--- src/rtl/zjh_shift_reg_n_pkg.sv ---
// Shared encodings for the universal shift register: mode select values and
// burst-sequencer FSM states.
package zjh_shift_reg_n_pkg;

    typedef enum logic [1:0] {
        MODE_HOLD = 2'b00,
        MODE_SHR  = 2'b01,
        MODE_SHL  = 2'b10,
        MODE_LOAD = 2'b11
    } mode_e;

    typedef enum logic [1:0] {
        ST_IDLE = 2'b00,
        ST_RUN  = 2'b01,
        ST_DONE = 2'b10
    } state_e;

    function automatic logic is_shift_mode(input logic [1:0] s);
        return (s == MODE_SHR) || (s == MODE_SHL);
    endfunction

endpackage

--- src/rtl/zjh_shift_core.sv ---
// Combinational next-state for the shift register contents: hold, shift
// right (towards MSB), shift left (towards LSB) with optional rotate, or load.
module zjh_shift_core
    import zjh_shift_reg_n_pkg::*;
#(
    parameter int WIDTH = 8
) (
    input  logic [WIDTH-1:0] q_i,
    input  mode_e            mode_i,
    input  logic             dsr_i,
    input  logic             dsl_i,
    input  logic             rot_i,
    input  logic [WIDTH-1:0] d_i,
    output logic [WIDTH-1:0] q_next_o
);

    logic shr_in;
    logic shl_in;

    // Rotate replaces the serial input with the bit falling off the other end.
    assign shr_in = rot_i ? q_i[WIDTH-1] : dsr_i;
    assign shl_in = rot_i ? q_i[0]       : dsl_i;

    always_comb begin
        q_next_o = q_i;
        unique case (mode_i)
            MODE_HOLD: q_next_o = q_i;
            MODE_SHR:  q_next_o = {q_i[WIDTH-2:0], shr_in};
            MODE_SHL:  q_next_o = {shl_in, q_i[WIDTH-1:1]};
            MODE_LOAD: q_next_o = d_i;
            default:   q_next_o = q_i;
        endcase
    end

endmodule

--- src/rtl/zjh_shift_reg_n.sv ---
// Universal WIDTH-bit shift register with a counted burst-shift sequencer.
// Holds the Q register, the IDLE/RUN/DONE FSM, the latched direction and counter.
module zjh_shift_reg_n
    import zjh_shift_reg_n_pkg::*;
#(
    parameter int WIDTH = 8,
    parameter int CNT_W = 4
) (
    input  logic             Clk,
    input  logic             Rd,
    input  logic             En,
    input  logic [1:0]       S,
    input  logic             Dsr,
    input  logic             Dsl,
    input  logic             Rot,
    input  logic [WIDTH-1:0] D,
    input  logic             Start,
    input  logic [CNT_W-1:0] Cnt,
    output logic [WIDTH-1:0] Q,
    output logic             Busy,
    output logic             Done
);

    logic [WIDTH-1:0] q_q, q_d;
    state_e           state_q, state_d;
    mode_e            dir_q, dir_d;
    logic [CNT_W-1:0] cnt_q, cnt_d;
    mode_e            mode_sel;

    zjh_shift_core #(
        .WIDTH (WIDTH)
    ) u_core (
        .q_i      (q_q),
        .mode_i   (mode_sel),
        .dsr_i    (Dsr),
        .dsl_i    (Dsl),
        .rot_i    (Rot),
        .d_i      (D),
        .q_next_o (q_d)
    );

    always_comb begin
        state_d  = state_q;
        dir_d    = dir_q;
        cnt_d    = cnt_q;
        mode_sel = MODE_HOLD;
        unique case (state_q)
            ST_IDLE: begin
                // A burst start consumes this edge: latch only, no shift.
                if (Start && is_shift_mode(S)) begin
                    dir_d   = mode_e'(S);
                    cnt_d   = Cnt;
                    state_d = (Cnt != '0) ? ST_RUN : ST_DONE;
                end else begin
                    mode_sel = mode_e'(S);
                end
            end
            ST_RUN: begin
                mode_sel = dir_q;
                cnt_d    = cnt_q - CNT_W'(1);
                if (cnt_q <= CNT_W'(1)) begin
                    state_d = ST_DONE;
                end
            end
            ST_DONE: begin
                state_d = ST_IDLE;
            end
            default: begin
                state_d = ST_IDLE;
            end
        endcase
    end

    always_ff @(posedge Clk or negedge Rd) begin
        if (!Rd) begin
            q_q     <= '0;
            state_q <= ST_IDLE;
            dir_q   <= MODE_HOLD;
            cnt_q   <= '0;
        end else if (En) begin
            q_q     <= q_d;
            state_q <= state_d;
            dir_q   <= dir_d;
            cnt_q   <= cnt_d;
        end
    end

    // Status comes straight from the state register, so the two are exclusive.
    assign Q    = q_q;
    assign Busy = (state_q == ST_RUN);
    assign Done = (state_q == ST_DONE);

endmodule
--- config.mk ---
export PLATFORM = sky130hd
export DESIGN_NAME = zjh_shift_reg_n
export DESIGN_NICKNAME = d
export VERILOG_FILES = /design/src/rtl/zjh_shift_reg_n_pkg.sv /design/src/rtl/zjh_shift_core.sv /design/src/rtl/zjh_shift_reg_n.sv
export SDC_FILE = /design/constraint.sdc
export NUM_CORES = 1
export LEC_CHECK = 0
export ABC_AREA = 1
export CORE_UTILIZATION = 30
export CTS_CLUSTER_DIAMETER = 60
export DETAILED_ROUTE_END_ITERATION = 10
export MAX_ROUTING_LAYER = met4
export PLACE_DENSITY = 0.64
export SLEW_MARGIN = 20
export SYNTH_ARGS = -nofsm -noshare
export SYNTH_HDL_FRONTEND = slang
export SYNTH_SLANG_ARGS = --single-unit
--- constraint.sdc ---
create_clock -name Clk -period 1.79 [get_ports Clk]
set_input_delay 0.358 -clock Clk [delete_from_list [all_inputs] [get_ports Clk]]
set_output_delay 0.358 -clock Clk [all_outputs]
set_load 0.02 [all_outputs]
==> metrics.yaml <==
area_growth_pct: 37.54
cp_max_fo: 4
yosys-top-cells-area: "dfrtp_1 36%, nand3_1 16%, nand2_1 15%"
num_rows: 21
critical_path_arrival_ns: 1.34
dp_hpwl_um: 2092
die_width_um: 62.55
final_layout_size_suffix_gt1_share_pct: 12.77
core_mm2: 0.003416
required_ns: 1.43
io_pins: 31
netlist_area_mm2: 0.001100
ys.flop_type: "dfrtp_1"
cts_root_buf: "clkbuf_4"
synth_most_common_cell: "nand2_1"
io_buffers: 30
place_congestion: 0.8268
grt_max_degree: 18
crit_chain: "clkdlybuf4s50_1"
clkSinkCount: 16
rrSetupSlack_ns: 0.20
detailed_place.area_mm2: 0.001476
avgViaCountPerCell: 4.855
reg2reg_depth: 9
h-tree-depth: 1
nets: 212
synth_top_area_cell: "dfrtp_1"
status: "complete, no violations"
worst-setup-path-type: "register to output port"
die_h_um: 62.55
fin_area_mm2: 0.001513
slew_violations: 0
ys_seq_area_share_pct: 36.41
crit_buf_inv: 1
cts_hold_buf: 0
grt_pass1_wl_um: 5188
setup_viol: 0
yosys_warnings: 0
synth-edff-count: 0
synth_cells: 151
synth_top_cell_area_share_pct: 36.41
worstReg2RegStart: "state_q[0]"
avgSynthCellArea_um2: 7.283
die_area_mm2: 0.003912
track_usage_pct: 16.86
path_delay_family: "buffers and inverters"
reg2reg_to: "Q[6]"
drv_cap: 0
initial_core_util_pct: 32.20
wirelength_um: 2684
diodes: 0
ctsResizeCount: 4
finalHoldViolCount: 0
rsz0062_at_grt: "no"
ant_nets: 0
synth_cell_type_count: 23
end_kind: "output port"
clk_latency_ns: 0.29
wl_per_cell_um: 11.47
first_pass_iters: 4
totalPowerFinal_mw: 2.178
clock.fmax_mhz: 587.9
tritoncts: "built"
numCtsBuffers: 3
fin_crit_sh_pct: 95.03
syn-num-nets: 174
ir_worst_vdd_uv: 328.7
grt_overflow: 0
vias: 1136
synthArstFlopShare_pct: 100.0
slew_headroom_pct: 76.54
p_leak_nw: 0.7167
p_per_area_mw_per_mm2: 1440
clk_path_buf_depth: 2
tightestPinTransition_ns: 0.3519
drcViolationCount: 0
synth_commonest_cells: "45 x nand2_1, 35 x nand3_1, 16 x dfrtp_1"
fill_cells: 344
hold_slack_ns: 0.3792
grt_antenna_before_repair: 0
drt_iter0_drc: 45
cpPeakStageDelay_ns: 0.63
holdCritPathClass: "primary input to asynchronous set/reset pin"
postCtsSetupBuffers: 0
clkTransAtPathRegs_ns: 0.10
final.setup_skew_ns: 0.007801
cp-start-kind: "register"
layout_min_cycle_time_ns: 1.701
postSynthRegisterBits: 16
grt_pass1_vias: 1186
critPathSlowestCell: "clkdlybuf4s50_1"
## metal layers
metal	routed length [um]	vias to the layer above	share of wire (%)	global-route usage, %
li1	-	576	-	-
met2	1242	33	46	27.17
met1	1298	525	48	21.00
met4	34	0	1.3	7.558
met5	0	-	0	-
met3	109	2	4.1	2.190
## sequential cells by signal, summed over array words and instances (netlist names)
signal   flops
cnt_q        4
Q            8
state_q      2
dir_q        2
## layout make-up
class                      count  area, um2  area share (%)
sequential                    16      402.9           26.63
inverter                      16      62.56           4.136
timing repair buffer          34      327.8           21.67
tap                           46      57.56           3.805
clock buffer                   4      36.28           2.399
multi-input combinational    118      625.6           41.36
## logic make-up (layout without fill, tap and decap cells)
logic type / count (synthesis) / after routing / share of synthesized area (%)
flip-flops: 16 / 16 / 36.40
XOR/XNOR: 1 / 1 / 0.7965
buffers and inverters: 17 / 54 / 6.713
AND/OR/NAND/NOR: 92 / 92 / 40.84
adder cells (fa/ha/maj): 2 / 2 / 2.275
AO/OA/AOI/OAI: 23 / 23 / 12.97
## through the flow
step,utilization (%),instances,setup TNS (ns),setup slack [ns]
floorplan,-,151,0,0.4262
global placement,43.22,230,-0.1287,-0.02289
detailed placement,43.22,230,-0.5630,-0.08655
CTS,44.29,234,0,0.07862
global route,44.29,234,0,0.03240
finish,44.29,234,0,0.08889
## placed cells by master (no fill, tap or decap)
| cell | netlist | routed |
|---|---|---|
| o211ai_1 | 1 | 1 |
| dfrtp_1 | 16 | 14 |
| inv_2 | 2 | 2 |
| dfrtp_2 | 0 | 2 |
| nor2_2 | 1 | 1 |
| buf_4 | 0 | 4 |
| dlygate4sd2_1 | 0 | 2 |
| nor2_4 | 2 | 2 |
| clkbuf_4 | 0 | 3 |
| xnor2_1 | 1 | 1 |
| a21oi_1 | 3 | 3 |
| o21ai_1 | 3 | 3 |
| clkdlybuf4s50_1 | 0 | 28 |
| or2_2 | 1 | 1 |
| ha_1 | 2 | 2 |
| o21a_1 | 1 | 1 |
| inv_1 | 13 | 13 |
| nand2_4 | 1 | 1 |
| clkbuf_8 | 0 | 1 |
| nor2_1 | 5 | 5 |
| nand3_1 | 35 | 35 |
| o21ai_4 | 1 | 1 |
| o21ai_0 | 11 | 11 |
| inv_4 | 1 | 1 |
| a21oi_2 | 2 | 2 |
| nand2_1 | 45 | 45 |
| o21ai_2 | 1 | 1 |
| nand2_8 | 2 | 2 |
## worst max-delay path by stage
stage                       to  slack [ns]        from  cells after the start
after floorplan           Q[0]        0.43  state_q[1]                      8
after global placement    Q[6]       -0.02       Start                      8
after detailed placement  Q[0]       -0.09        S[1]                      9
after CTS                 Q[0]        0.08        Q[0]                      1
after global routing      Q[5]        0.03        Q[5]                      1
final                     Q[0]        0.09        Q[0]                      1
## where the power goes
part           internal [mW]  switching, mW  leakage, nW
Combinational          0.510          0.760        0.495
Sequential             0.511          0.158        0.201
Clock                  0.124          0.117       0.0210
Total                   1.14           1.03        0.717
(Power assumes the default switching activity.)
